`src/rtl/conv_operand_buffer.sv`:
```
// Operand buffer for the convolution datapath: loads an N x N matrix or a K x K filter
// as a serial element stream and publishes it, zero-padded and row-major, on a flat bus.
module conv_operand_buffer #(
  parameter int unsigned DATA_W  = 8,
  parameter int unsigned MAT_DIM = 4,
  parameter int unsigned FLT_DIM = 3
) (
  input  logic                                clk,
  input  logic                                rst,
  input  logic                                start,
  input  logic                                mode,
  input  logic                                abort,
  input  logic                                in_valid,
  input  logic [DATA_W-1:0]                   in_data,
  output logic                                in_ready,
  output logic                                out_valid,
  input  logic                                out_ready,
  output logic                                out_mode,
  output logic [MAT_DIM*MAT_DIM*DATA_W-1:0]   out_data,
  output logic                                busy
);

  localparam int unsigned NN    = MAT_DIM * MAT_DIM;
  localparam int unsigned KK    = FLT_DIM * FLT_DIM;
  localparam int unsigned CNT_W = $clog2(NN + 1);
  localparam int unsigned BUF_W = NN * DATA_W;
  localparam logic [CNT_W-1:0] LAST_MAT = CNT_W'(NN - 1);
  localparam logic [CNT_W-1:0] LAST_FLT = CNT_W'(KK - 1);

  if (FLT_DIM > MAT_DIM) begin : g_bad_cfg
    $error("conv_operand_buffer: FLT_DIM must not exceed MAT_DIM");
  end

  typedef enum logic [1:0] {IDLE, LOAD, HOLD} state_e;

  state_e             state_q, state_d;
  logic [CNT_W-1:0]   cnt_q, cnt_d;
  logic               mode_q, mode_d;
  logic [BUF_W-1:0]   shadow_q, shadow_d;
  logic [BUF_W-1:0]   out_data_q, out_data_d;
  logic               out_mode_q, out_mode_d;
  logic               out_valid_q, out_valid_d;
  logic               in_ready_q, in_ready_d;
  logic               busy_q, busy_d;
  logic               accept;
  logic               last;

  always_comb begin
    state_d     = state_q;
    cnt_d       = cnt_q;
    mode_d      = mode_q;
    shadow_d    = shadow_q;
    out_data_d  = out_data_q;
    out_mode_d  = out_mode_q;
    out_valid_d = out_valid_q;
    accept      = 1'b0;
    last        = 1'b0;

    unique case (state_q)
      IDLE: begin
        if (start) begin
          mode_d   = mode;
          shadow_d = '0;
          cnt_d    = '0;
          state_d  = LOAD;
        end
      end
      LOAD: begin
        accept = in_valid & in_ready_q;
        last   = (cnt_q == (mode_q ? LAST_MAT : LAST_FLT));
        // abort wins over a coincident final handshake: nothing is published
        if (abort) begin
          shadow_d = '0;
          cnt_d    = '0;
          state_d  = IDLE;
        end else if (accept) begin
          for (int unsigned i = 0; i < NN; i++) begin
            if (cnt_q == CNT_W'(i)) shadow_d[i*DATA_W +: DATA_W] = in_data;
          end
          cnt_d = cnt_q + 1'b1;
          if (last) begin
            out_data_d  = shadow_d;
            out_mode_d  = mode_q;
            out_valid_d = 1'b1;
            state_d     = HOLD;
          end
        end
      end
      HOLD: begin
        if (out_ready) begin
          out_valid_d = 1'b0;
          state_d     = IDLE;
        end
      end
      default: state_d = IDLE;
    endcase

    in_ready_d = (state_d == LOAD);
    busy_d     = (state_d != IDLE);
  end

  always_ff @(posedge clk or negedge rst) begin
    if (!rst) begin
      state_q     <= IDLE;
      cnt_q       <= '0;
      mode_q      <= 1'b0;
      shadow_q    <= '0;
      out_data_q  <= '0;
      out_mode_q  <= 1'b0;
      out_valid_q <= 1'b0;
      in_ready_q  <= 1'b0;
      busy_q      <= 1'b0;
    end else begin
      state_q     <= state_d;
      cnt_q       <= cnt_d;
      mode_q      <= mode_d;
      shadow_q    <= shadow_d;
      out_data_q  <= out_data_d;
      out_mode_q  <= out_mode_d;
      out_valid_q <= out_valid_d;
      in_ready_q  <= in_ready_d;
      busy_q      <= busy_d;
    end
  end

  assign in_ready  = in_ready_q;
  assign out_valid = out_valid_q;
  assign out_mode  = out_mode_q;
  assign out_data  = out_data_q;
  assign busy      = busy_q;

endmodule

```
`config.mk`:
```
export PLATFORM = sky130hd
export DESIGN_NAME = conv_operand_buffer
export DESIGN_NICKNAME = d
export VERILOG_FILES = /design/src/rtl/conv_operand_buffer.sv
export SDC_FILE = /design/constraint.sdc
export NUM_CORES = 1
export LEC_CHECK = 0
export ABC_CLOCK_PERIOD_IN_PS = 2300
export BUFFER_PORTS_ARGS = -buffer_cell sky130_fd_sc_hd__buf_4
export CAP_MARGIN = 20
export CELL_PAD_IN_SITES_DETAIL_PLACEMENT = 1
export CELL_PAD_IN_SITES_GLOBAL_PLACEMENT = 1
export CORE_AREA = 2 2 146 177
export DETAILED_ROUTE_END_ITERATION = 10
export DIE_AREA = 0 0 148 179
export PLACE_DENSITY = 0.89
export RECOVER_POWER = 25
export SYNTH_ARGS = -nofsm -noshare
export SYNTH_HDL_FRONTEND = slang
export SYNTH_SLANG_ARGS = --single-unit
```
`constraint.sdc`:
```
create_clock -name clk -period 2.3 [get_ports clk]
set_clock_uncertainty 0.15 [all_clocks]
set_input_delay 0.23 -clock clk [delete_from_list [all_inputs] [get_ports clk]]
set_output_delay 0.23 -clock clk [all_outputs]
set_load 0.05 [all_outputs]
```
==> metrics <==
CORE AREA 24980 um2; initial antenna violation count 1; Core Util, Final 0.5632; 1st-iter DRT viols 627; GRT Overall Usage 0.2607; RePlAce Congestion 0.8808; status finished with violations; final period utilization 1.012; max_slew headroom 0.2346; share of the synthesized area in the top cell type 0.5945; failing checks negative setup slack; chip width 148 um; fmax 429.7 MHz; Synth cell types 35; Avg Inst Size Synth 11.69 um2; Area contributors post-synth dfrtp_1 59%, mux2i_1 11%, a22o_1 10%, a21oi_1 6.4%, nor2_1 4.4%; YS warnings 0; unrepaired setup endpoints after global routing yes; worst setup path category reg2reg; ys flop type dfrtp_1; Root Buffer clkbuf_16; WP data required 2.54 ns; most common library cells after synthesis 268 x dfrtp_1, 145 x a21oi_1, 133 x nor2_1, 129 x a22o_1, 129 x mux2i_1; CP startpoint kind flop; sequential area share after synthesis 0.5945; clk buf depth 3; DR WL/cell 25.39 um; HP Class in2reg; Remaining DRCs 0; clock sink total 268; syn_nets 985; Avg Vias per Cell 6.064; Post-Syn Instances 965; Max Fanout on Critical Path 16; TritonCTS buffer count 26; Syn Std Cell Area 11280 um2; Initial Util 0.4515; Leak Pwr 6.621 nW; cell area after layout 14070 um2; Hold WS 0.05758 ns; row cnt 64; CTS tree built; I/O pin cnt 147; post-DP HPWL 21.98 mm; # port buffers 146; VDD IR-drop max 574.5 uV; clk_lat worst skew 0.53 ns; PD cells 691.1 nW/um2; share of layout cells above drive strength 1 0.2528; Final Max Tran Viols 0; final count of hold timing violations 0; CP Data Arrival Time 2.57 ns; Post-synth EDFFs 0; antenna viol nets, final 0; via count 8963; Die Height 179 um; pin count of the biggest net entering global routing 78; Routed WL 37.53 mm; Remaining Overflow, GRT 0; first-pass GRT wire length 53.63 mm; Placed Area 12970 um2; number of global-route vias before repair 9296; max cap viols 0; Setup TNS -0.02707 ns; Worst setup EP type flop; Layout Nets 1148; final-report setup violation count 1; Tightest Pin Transition 1.148 ns; #FFs+latches synth 268; top-count cell post-synth dfrtp_1; Tmin final 2.327 ns; synth-to-layout area growth 24.73%; area leader, netlist dfrtp_1; htree depth 1; setup ws final -0.02707 ns; ys async rst share 1.000; DIE AREA 26490 um2; Detailed Routing Iterations Pass 1 5; Worst-path clk slew 0.07 ns; overall power 9.725 mW
==> worst paths after layout <==
kind                         startpoint  depth (start not counted)  slack, ns            end
setup reg to reg               cnt_q[1]                          8      -0.03  out_data[107]
hold / removal               in_data[5]                          2       0.06  shadow_q[125]
setup / recovery               cnt_q[1]                          8      -0.03  out_data[107]
min in group asynchronous           rst                          2       0.33   out_data[91]
max in group asynchronous           rst                          3       0.35    out_data[2]
hold reg to reg            shadow_q[67]                          1       0.35   shadow_q[67]
==> worst max-delay path, stage by stage, from the launching register on <==
cell and delay (ns):
dfrtp_1 0.41, buf_4 0.18, inv_1 0.10, ha_1 0.21, nand2_1 0.14, nor2_2 0.17
buf_4 0.27, mux2i_1 0.42, a21oi_1 0.14
==> placed cells by master (no fill, tap or decap), types with 2 or more instances in the layout <==
| master | count |
|---|---|
| a21oi_1 | 138 |
| a21oi_2 | 7 |
| a22o_1 | 129 |
| and2_1 | 8 |
| buf_12 | 6 |
| buf_16 | 3 |
| buf_4 | 192 |
| buf_6 | 4 |
| bufinv_16 | 2 |
| clkbuf_1 | 7 |
| clkbuf_16 | 32 |
| clkbuf_4 | 4 |
| clkbuf_8 | 4 |
| clkinv_2 | 6 |
| clkinvlp_4 | 3 |
| dfrtp_1 | 267 |
| dlygate4sd3_1 | 4 |
| ha_1 | 5 |
| inv_1 | 5 |
| mux2_2 | 2 |
| mux2i_1 | 129 |
| nand2_1 | 8 |
| nand2b_1 | 6 |
| nand4_1 | 2 |
| nor2_1 | 131 |
| nor2_2 | 17 |
| o21ai_0 | 7 |
| o22ai_1 | 2 |
| or2_2 | 2 |
==> cells by family (layout without fill, tap and decap cells) <==
group           after synthesis  after routing  share of synthesized area
compound gates              290            290                     0.1742
simple gates                181            181                    0.06965
flops                       268            268                     0.5945
other cells                   0              1                          0
mux                         131            131                     0.1165
fa+ha+maj                     5              5                   0.005546
buf+inv                      90            272                    0.03960
==> metrics by stage <==
stage,instances,setup slack [ns]
after floorplan,965,0.1140
after detailed placement,1416,-0.02135
after CTS,1468,0.03356
after global routing,1477,-0.05468
final,1478,-0.02707
after global placement,1416,0.1011
==> where the power goes <==
group | internal (mW) | switching, mW | leakage (nW) | total [mW]
registers | 4.73 | 0.0215 | 3.74 | 4.76
logic | 0.145 | 0.443 | 2.47 | 0.587
clock network | 2.50 | 1.88 | 0.420 | 4.38
total | 7.38 | 2.34 | 6.62 | 9.72
==> state kept, by name, indices dropped and copies added, names as in the netlist <==
signal / cells
busy: 1
out_data: 128
mode_q: 1
shadow_q: 128
in_ready: 1
state_q: 2
out_valid: 1
cnt_q: 5
out_mode: 1
==> what timing repair did <==
| item | CTS | global route |
|---|---|---|
| resized for setup | 1 | 17 |
| setup endpoints to repair | 77 | 90 |
| gates cloned | 0 | 5 |
| buffers inserted | 1 | 4 |
| hold buffers | 4 | 0 |
| hold endpoints to repair | 73 | 0 |
| pin swaps | 1 | 1 |
==> per-layer routing <==
metal  GRT usage  up-vias  routed length [um]
met3     0.03791      109                2220
li1            -     3769                   -
met2      0.4566      388               18950
met1      0.3372     4697               14900
met4     0.07897        0                1454
met5           0        -                   0
==> cell type report <==
cell class / instances / area [um2]
fillers: 2605 / 10910
clock inverters: 11 / 112.6
repair buffers: 220 / 1892
flip-flops and latches: 268 / 6708
multi-input cells: 607 / 4175
clock buffers: 36 / 749.5
diodes: 1 / 2.502
inverters: 5 / 18.77
well taps: 330 / 412.9
Power figures use the tool's default switching activity.
